$ cat config.mk
export PLATFORM = sky130hd
export DESIGN_NAME = spi_reg_writer
export DESIGN_NICKNAME = d
export VERILOG_FILES = /design/src/rtl/spi_reg_writer.sv
export SDC_FILE = /design/constraint.sdc
export NUM_CORES = 1
export LEC_CHECK = 0
export ABC_AREA = 0
export BUFFER_PORTS_ARGS = -buffer_cell sky130_fd_sc_hd__clkbuf_2
export CORE_AREA = 2 2 82 60
export DETAILED_ROUTE_END_ITERATION = 10
export DIE_AREA = 0 0 84 62
export HOLD_SLACK_MARGIN = 0.08
export PLACE_DENSITY_LB_ADDON = 0.2
export SETUP_SLACK_MARGIN = 0.2
export SLEW_MARGIN = 20
export SYNTH_ARGS = -nofsm -noshare
export SYNTH_HDL_FRONTEND = slang
export SYNTH_SLANG_ARGS = --single-unit
export TNS_END_PERCENT = 5
$ cat constraint.sdc
create_clock -name clk -period 2.57 [get_ports clk]
set_clock_uncertainty 0.05 [all_clocks]
set_input_delay 0.514 -clock clk [delete_from_list [all_inputs] [get_ports clk]]
set_output_delay 0.514 -clock clk [all_outputs]
set_load 0.01 [all_outputs]
$ cat src/rtl/spi_reg_writer.sv
// SPI mode-0 slave that turns host burst frames into single-cycle register-bank
// write strobes with an auto-incrementing, saturating 7-bit address.
module spi_reg_writer #(
    parameter int ADDR_WIDTH = 31,
    parameter int NUM_REGS   = 31
) (
    input  logic                  clk,
    input  logic                  rst,
    input  logic                  sclk,
    input  logic                  cs_n,
    input  logic                  mosi,
    output logic                  we,
    output logic [ADDR_WIDTH-1:0] addr,
    output logic [7:0]            data_out,
    output logic                  busy,
    output logic                  err
);

    typedef enum logic [1:0] {
        S_IDLE,
        S_CMD,
        S_DATA,
        S_DRAIN
    } state_t;

    logic [1:0] sclk_sync_q;
    logic [1:0] cs_sync_q;
    logic [1:0] mosi_sync_q;
    logic       sclk_prev_q;
    logic       cs_prev_q;
    logic [1:0] settle_q;
    logic       armed_q;

    state_t                state_q;
    logic [2:0]            bit_cnt_q;
    logic [6:0]            shift_q;
    logic [6:0]            addr_cnt_q;
    logic                  we_q;
    logic [ADDR_WIDTH-1:0] addr_q;
    logic [7:0]            data_q;
    logic                  busy_q;
    logic                  err_q;

    logic       sclk_s;
    logic       cs_s;
    logic       mosi_s;
    logic       sclk_rise;
    logic       cs_rise;
    logic       cs_fall;
    logic       last_bit;
    logic       in_range;
    logic [7:0] byte_d;
    logic [6:0] addr_inc_d;

    // NOTE: synchronizer flops reset to the bus idle levels (cs_n high, sclk and
    // mosi low) so that no spurious edge is seen on the first cycles after reset.
    always_ff @(posedge clk or negedge rst) begin
        if (!rst) begin
            sclk_sync_q <= 2'b00;
            cs_sync_q   <= 2'b11;
            mosi_sync_q <= 2'b00;
            sclk_prev_q <= 1'b0;
            cs_prev_q   <= 1'b1;
            settle_q    <= 2'b00;
            armed_q     <= 1'b0;
        end else begin
            sclk_sync_q <= {sclk_sync_q[0], sclk};
            cs_sync_q   <= {cs_sync_q[0], cs_n};
            mosi_sync_q <= {mosi_sync_q[0], mosi};
            sclk_prev_q <= sclk_sync_q[1];
            cs_prev_q   <= cs_sync_q[1];
            settle_q    <= {settle_q[0], 1'b1};
            // A frame already in progress at reset release stays ignored until
            // cs_n has genuinely been seen high once.
            armed_q     <= armed_q | (settle_q[1] & cs_sync_q[1]);
        end
    end

    assign sclk_s     = sclk_sync_q[1];
    assign cs_s       = cs_sync_q[1];
    assign mosi_s     = mosi_sync_q[1];
    assign sclk_rise  = sclk_s & ~sclk_prev_q;
    assign cs_rise    = cs_s & ~cs_prev_q;
    assign cs_fall    = armed_q & cs_prev_q & ~cs_s;
    assign byte_d     = {shift_q, mosi_s};
    assign last_bit   = sclk_rise && (bit_cnt_q == 3'd7);
    assign in_range   = int'(addr_cnt_q) < NUM_REGS;
    assign addr_inc_d = (addr_cnt_q == 7'h7F) ? 7'h7F : addr_cnt_q + 7'd1;

    // NOTE: all state below is updated with non-blocking assignments so every
    // branch reads the pre-edge values of the registers, independent of order.
    always_ff @(posedge clk or negedge rst) begin
        if (!rst) begin
            state_q    <= S_IDLE;
            bit_cnt_q  <= 3'd0;
            shift_q    <= 7'd0;
            addr_cnt_q <= 7'd0;
            we_q       <= 1'b0;
            addr_q     <= '0;
            data_q     <= 8'd0;
            busy_q     <= 1'b0;
            err_q      <= 1'b0;
        end else begin
            we_q   <= 1'b0;
            busy_q <= ~cs_s;
            if (cs_rise) begin
                // cs rise outranks a coincident sclk rise; a partial byte is dropped.
                state_q   <= S_IDLE;
                bit_cnt_q <= 3'd0;
            end else begin
                case (state_q)
                    S_IDLE: begin
                        if (cs_fall) begin
                            bit_cnt_q <= 3'd0;
                            err_q     <= 1'b0;
                            state_q   <= S_CMD;
                        end
                    end
                    S_CMD: begin
                        if (sclk_rise) begin
                            shift_q   <= byte_d[6:0];
                            bit_cnt_q <= bit_cnt_q + 3'd1;
                        end
                        if (last_bit) begin
                            if (byte_d[7]) begin
                                addr_cnt_q <= byte_d[6:0];
                                state_q    <= S_DATA;
                            end else begin
                                err_q   <= 1'b1;
                                state_q <= S_DRAIN;
                            end
                        end
                    end
                    S_DATA: begin
                        if (sclk_rise) begin
                            shift_q   <= byte_d[6:0];
                            bit_cnt_q <= bit_cnt_q + 3'd1;
                        end
                        if (last_bit) begin
                            if (in_range) begin
                                we_q   <= 1'b1;
                                addr_q <= ADDR_WIDTH'(addr_cnt_q);
                                data_q <= byte_d;
                            end else begin
                                err_q <= 1'b1;
                            end
                            addr_cnt_q <= addr_inc_d;
                        end
                    end
                    S_DRAIN: begin
                    end
                    default: state_q <= S_IDLE;
                endcase
            end
        end
    end

    assign we       = we_q;
    assign addr     = addr_q;
    assign data_out = data_q;
    assign busy     = busy_q;
    assign err      = err_q;

endmodule

== Word-level counts from Yosys, hierarchy flattened ==
Cells that the tools add are included.
W data, S select, Z words.

* Register bits after elaboration: 48

* Add/sub/neg operators: 2
* Equal/unequal tests: 13
* Muxes and demuxes: 24
* Order comparisons: 1
* Bitwise gates (word level): 10
* Reductions and logical operators: 13

{| class="wikitable"
|+ Operators by type and width
! cell !! number
|-
| $mux W7 || 4
|-
| $pmux W7 S2 || 1
|-
| $ne A2 B2 Y1 const B || 6
|-
| $mux W1 || 10
|-
| $mux W3 || 3
|-
| $reduce_and A3 Y1 || 3
|-
| $reduce_bool A3 Y1 || 3
|-
| $add A7 B1 Y7 const B || 1
|-
| $eq A7 B7 Y1 const B || 1
|-
| $lt A7 B5 Y1 const B || 1
|-
| $reduce_and A7 Y1 || 1
|-
| $mux W2 || 3
|-
| $ne A3 B3 Y1 const B || 2
|-
| $pmux W3 S2 || 1
|-
| $and A1 B1 Y1 || 5
|-
| $reduce_and A5 Y1 || 1
|-
| $not A1 Y1 || 4
|-
| $pmux W2 S2 || 1
|-
| $reduce_and A4 Y1 || 1
|-
| $add A3 B1 Y3 const B || 1
|-
| $eq A3 B3 Y1 const B || 1
|-
| $ne A3 B1 Y1 const B || 1
|-
| $pmux W1 S3 || 1
|-
| $eq A2 B1 Y1 const B || 1
|-
| 6 further kinds || 6
|}

== Logic depth before layout (Yosys ltp) ==
* Word-level depth: 6
* Gate-level depth with buffers: 8

== Least setup slack after synthesis ==
No wires, ideal clock.

* Path type: reg-to-reg
* From: register state_q[0]
* To: register addr_q[0], in the netlist addr[0]
* Stages on the path, launching flop included: 8
* Path buffers: 2
* Data required time: 2.395 ns
* Arrival: 1.632 ns
* Clock period less this slack: 1.807 ns
* Setup slack: 0.763 ns
* Cell sequence: dfrtp_1 inv_1 ha_1 buf_2 o211ai_2 nor3_4 buf_8 mux2_4

* Longest elaborated chain between the ends: 2

{| class="wikitable"
|+ RTL lines
! what !! RTL line !! RTL
|-
| from (decl) || 34 || <nowiki>state_t state_q;</nowiki>
|-
| from (signal assigned) || 94 || <nowiki>state_q <= S_IDLE;</nowiki>
|-
| from (signal assigned) || 108 || <nowiki>state_q <= S_IDLE;</nowiki>
|-
| from (signal assigned) || 116 || <nowiki>state_q <= S_CMD;</nowiki>
|-
| $eq A2 B2 Y1 || 111 || <nowiki>case (state_q)</nowiki>
|-
| $reduce_and A4 Y1 (no source line) || n/a ||
|-
| to (signal assigned) || 142 || <nowiki>addr_q <= ADDR_WIDTH'(addr_cnt_q);</nowiki>
|-
| to (decl) || 39 || <nowiki>logic [ADDR_WIDTH-1:0] addr_q;</nowiki>
|}

No other way between the ends.
A chain may end at the register's enable or synchronous reset.

== Final worst setup path ==
* From: register state_q[0]
* To: register data_q[1], in the netlist data_out[1]

* Longest elaborated chain between the ends: 2

{| class="wikitable"
|+ RTL lines
! what !! RTL line !! RTL
|-
| $eq A2 B2 Y1 || 111 ||
|-
| $reduce_and A4 Y1 (no source line) || n/a ||
|-
| to (signal assigned) || 143 || <nowiki>data_q <= byte_d;</nowiki>
|-
| to (decl) || 40 || <nowiki>logic [7:0] data_q;</nowiki>
|}

No other way between the ends.

==> summary.md <==
| Metric | Value |
|---|---|
| Worst Path Class, Setup | `register to register` |
| Cell depth of the worst setup path | `6` |
| Synth warnings | `0` |
| Area of the mapped netlist | `0.00232 mm^2` |
| Status | `completed` |
| Net switching power of the design | `480 uW` |
| Clock root buffer master | `sky130_fd_sc_hd__clkbuf_8` |
| Placer's final routability congestion estimate | `0.886` |
| First-pass GRT wire length | `6600 um` |
| Worst-path fanout max | `18` |
| # rows | `21` |
| Distinct cell type count after synthesis | `44` |
| Clock sink count | `48` |
| Clk_lat worst skew | `about 0.3 ns` |
| Overflow left after global routing | `0` |
| Remaining routing DRC violations | `0` |
| Core Region | `0.00455 mm^2` |
| Maximum clock frequency | `approximately 0.5 GHz` |
| Critical path's slowest cell | `sky130_fd_sc_hd__dfrtp_1` |
| Worst Path Arrival | `~2.2 ns` |
| Cell depth of the worst flop-to-flop path | `6` |
| Port buffer count | `22` |
| Vias after detailed routing | `about 1,500` |
| Initial antenna violation count | `0` |
| Sequential share of power | `53.3%` |
| Residual antenna-violating net count after detailed routing | `0` |
| Power Internal | `1190 uW` |
| Overall power after layout | `approximately 1700 uW` |
| Yosys reg bits | `48` |
| Transition at the pin with the smallest max-transition slack | `0.598 ns` |
| List of cells traversed by the critical path | `inv_1 > ha_2 > o211ai_2 > nor3_4 > buf_4 > mux2_2` |
| Share of total power consumed by net switching | `28.8%` |
| Mean instance size in the synthesized netlist | `12.1 um^2` |
| DRT Wirelength | `3860 um` |
| Wire length per cell after detailed routing | `approximately 14 um` |
| Detailed Route Iter0 Violations | `between 100 and 150` |
| Overall die height | `about 62 um` |
| Total negative setup slack | `0 ns` |
| Sequential cell area | `0.00120 mm^2` |
| Number of global-route vias before repair | `1,369` |
| TritonRoute pass-1 iters | `4` |
| Total number of H-tree levels | `2` |
| Multi-input gate area in the final layout | `957 um^2` |
| CTS clk-pin slew, worst paths | `0.10 ns` |
| Worst path required time | `between 2 and 3 ns` |
| Share of layout cells above drive strength 1 | `31.5%` |
| Synth-to-layout area growth | `7.24%` |
| Final-report setup violation count | `0` |
| Boundary Pins | `47` |
| Via count normalized by instance count | `between 5 and 6` |
| Relative slew margins | `between 60% and 70%` |
| Final hold violation count | `0` |
| Total leakage power | `0.00124 uW` |
| Worst path max stage delay | `0.44 ns` |
| Combined global-route utilization of all metal layers | `approximately 17%` |
| Initial Utilization | `between 50 and 60%` |
| HPWL Detailed | `approximately 2700 um` |
| Pins Over Slew Limit | `0` |
| Kind of launch point of the worst setup path | `register` |
| Unrepaired setup endpoints after global routing | `no` |
| Number of fillers in the final layout | `around 380` |
| Worst setup EP type | `register` |
| HP Class | `input port to asynchronous set/reset pin` |
| Number of diodes | `0` |
| Post-synth ARST share | `100%` |
| Sequential cell area fraction in the yosys report | `52.0%` |
| Floorplan die width | `84 um` |
| Fraction of power consumed by combinational cells | `between 10% and 20%` |
| Clk pwr share | `28.5%` |
| Number of enable-type register cells in the synthesized netlist | `0` |
| TritonCTS clock tree | `done` |
| Worst IR drop on VDD | `337 uV` |
| Maximum Capacitance Violations | `0` |
| Number of buffer and inverter stages on the critical path | `2` |
| Top cell type by total area after synthesis | `sky130_fd_sc_hd__dfrtp_1` |
| Pin count of the biggest net entering global routing | `25` |
| Instance count of the mapped netlist | `192` |
| Post-synth top flop | `sky130_fd_sc_hd__dfrtp_1` |
| Die area | `0.00521 mm^2` |
| Power Density | `between 600 and 700 mW/mm^2` |
| Area share of the largest cell type after synthesis | `48.6%` |
| Cell types with the largest area share after synthesis | `sky130_fd_sc_hd__dfrtp_1 49%, sky130_fd_sc_hd__mux2_2 8.3%, sky130_fd_sc_hd__buf_4 7.8%, sky130_fd_sc_hd__mux2_4 4.5%, sky130_fd_sc_hd__ha_1 3.8%` |
| Share of the cycle needed by the critical path after routing | `79.0%` |
| Time the final worst path needs with I/O delays and setup | `2.03 ns` |
| TritonCTS buffer count | `5` |
| Layout net count | `230` |
| Kind of cell adding the most delay to the critical path | `flip-flops` |
| Maximum root-to-sink buffer count | `2` |
## layer usage
layer,track usage [%],part of all wire (%)
met4,6.45,1.4
met5,0,0
met3,4.62,6.4
met2,26.3,45
met1,23.1,48
## power by group through the flow
stage,registers [uW],clock network [uW],logic (uW)
after global placement,900,0,288
after detailed placement,903,0,296
final,889,475,304
after global routing,899,532,347
after floorplan,883,0,254
after CTS,888,491,302
## synthesized netlist by cell type, types with 2 or more instances
master / count
sky130_fd_sc_hd__or2_2: 2
sky130_fd_sc_hd__ha_1: 7
sky130_fd_sc_hd__conb_1: 2
sky130_fd_sc_hd__o21ai_0: 5
sky130_fd_sc_hd__nor2_1: 7
sky130_fd_sc_hd__o22ai_1: 2
sky130_fd_sc_hd__nor3_1: 2
sky130_fd_sc_hd__a21oi_1: 13
sky130_fd_sc_hd__buf_4: 24
sky130_fd_sc_hd__nand3b_1: 2
sky130_fd_sc_hd__nor2b_1: 2
sky130_fd_sc_hd__dfstp_2: 3
sky130_fd_sc_hd__a21o_1: 2
sky130_fd_sc_hd__nand2b_1: 4
sky130_fd_sc_hd__a31o_2: 2
sky130_fd_sc_hd__dfrtp_1: 45
sky130_fd_sc_hd__buf_2: 2
sky130_fd_sc_hd__inv_1: 5
sky130_fd_sc_hd__and3_1: 4
sky130_fd_sc_hd__mux2_4: 7
sky130_fd_sc_hd__mux2_2: 17
sky130_fd_sc_hd__nand4_1: 2
sky130_fd_sc_hd__nand2_1: 7
sky130_fd_sc_hd__nand3_1: 4
## timing repair
action                                  CTS  global route
buffers inserted                          0             0
hold buffers                              0             0
endpoints found under the setup margin    0             6
resized for setup                         0             1
## cells in the final DEF (no fill, tap or decap), types with 6 or more instances in the layout
| cell type | synthesis | layout |
|---|---|---|
| sky130_fd_sc_hd__clkbuf_8 | 0 | 6 |
| sky130_fd_sc_hd__clkbuf_2 | 0 | 22 |
| sky130_fd_sc_hd__nor2_1 | 7 | 7 |
| sky130_fd_sc_hd__conb_1 | 2 | 25 |
| sky130_fd_sc_hd__mux2_4 | 7 | 7 |
| sky130_fd_sc_hd__dfrtp_1 | 45 | 45 |
| sky130_fd_sc_hd__ha_1 | 7 | 6 |
| sky130_fd_sc_hd__a21oi_1 | 13 | 13 |
| sky130_fd_sc_hd__nand2_1 | 7 | 7 |
| sky130_fd_sc_hd__mux2_2 | 17 | 17 |
## registers in the layout, indices dropped and copies added, names as in the netlist
register,cells
err,1
armed_q,1
data_out,8
mosi_sync_q,2
cs_sync_q,2
addr,7
sclk_sync_q,2
settle_q,2
state_q,2
we,1
cs_prev_q,1
busy,1
addr_cnt_q,7
bit_cnt_q,3
shift_q,7
sclk_prev_q,1
## logic make-up after synthesis
kind of cell | Yosys count | synth area share, %
flops | 48 | 52.0
simple gates | 42 | 11.0
buf+inv | 35 | 10.5
compound gates | 33 | 9.13
mux | 25 | 13.2
fa+ha+maj | 7 | 3.78
other cells | 2 | 0.324
## worst paths after layout
path,from,to,slack [ns]
setup / recovery,state_q[0],data_out[1],0.54
hold / removal,rst,addr[1],0.14
setup reg to reg,state_q[0],data_out[1],0.54
hold reg to reg,sclk_sync_q[0],sclk_sync_q[1],0.31
max in group asynchronous,rst,cs_prev_q,1.61
min in group clk,cs_n,cs_sync_q[0],0.24
## metrics by stage
stage	utilization, %	instances	area [um^2]	hold slack (ns)	setup slack, ns
floorplan	-	215	2400	0.168	0.763
global placement	52.5	268	2390	0.282	0.463
detailed placement	52.5	268	2390	0.288	0.365
CTS	54.6	276	2480	0.160	0.363
global route	54.6	276	2480	0.187	0.407
finish	54.6	276	2480	0.143	0.540
## layout make-up
class	count	share of cell area, %
Clock buffer	7	3.48
Inverter	6	0.907
Sequential cell	48	48.5
Timing Repair Buffer	25	5.34
Clock inverter	1	0.353
Tap cell	57	2.87
Multi-Input combinational cell	132	38.5
(Power assumes the default switching activity.)
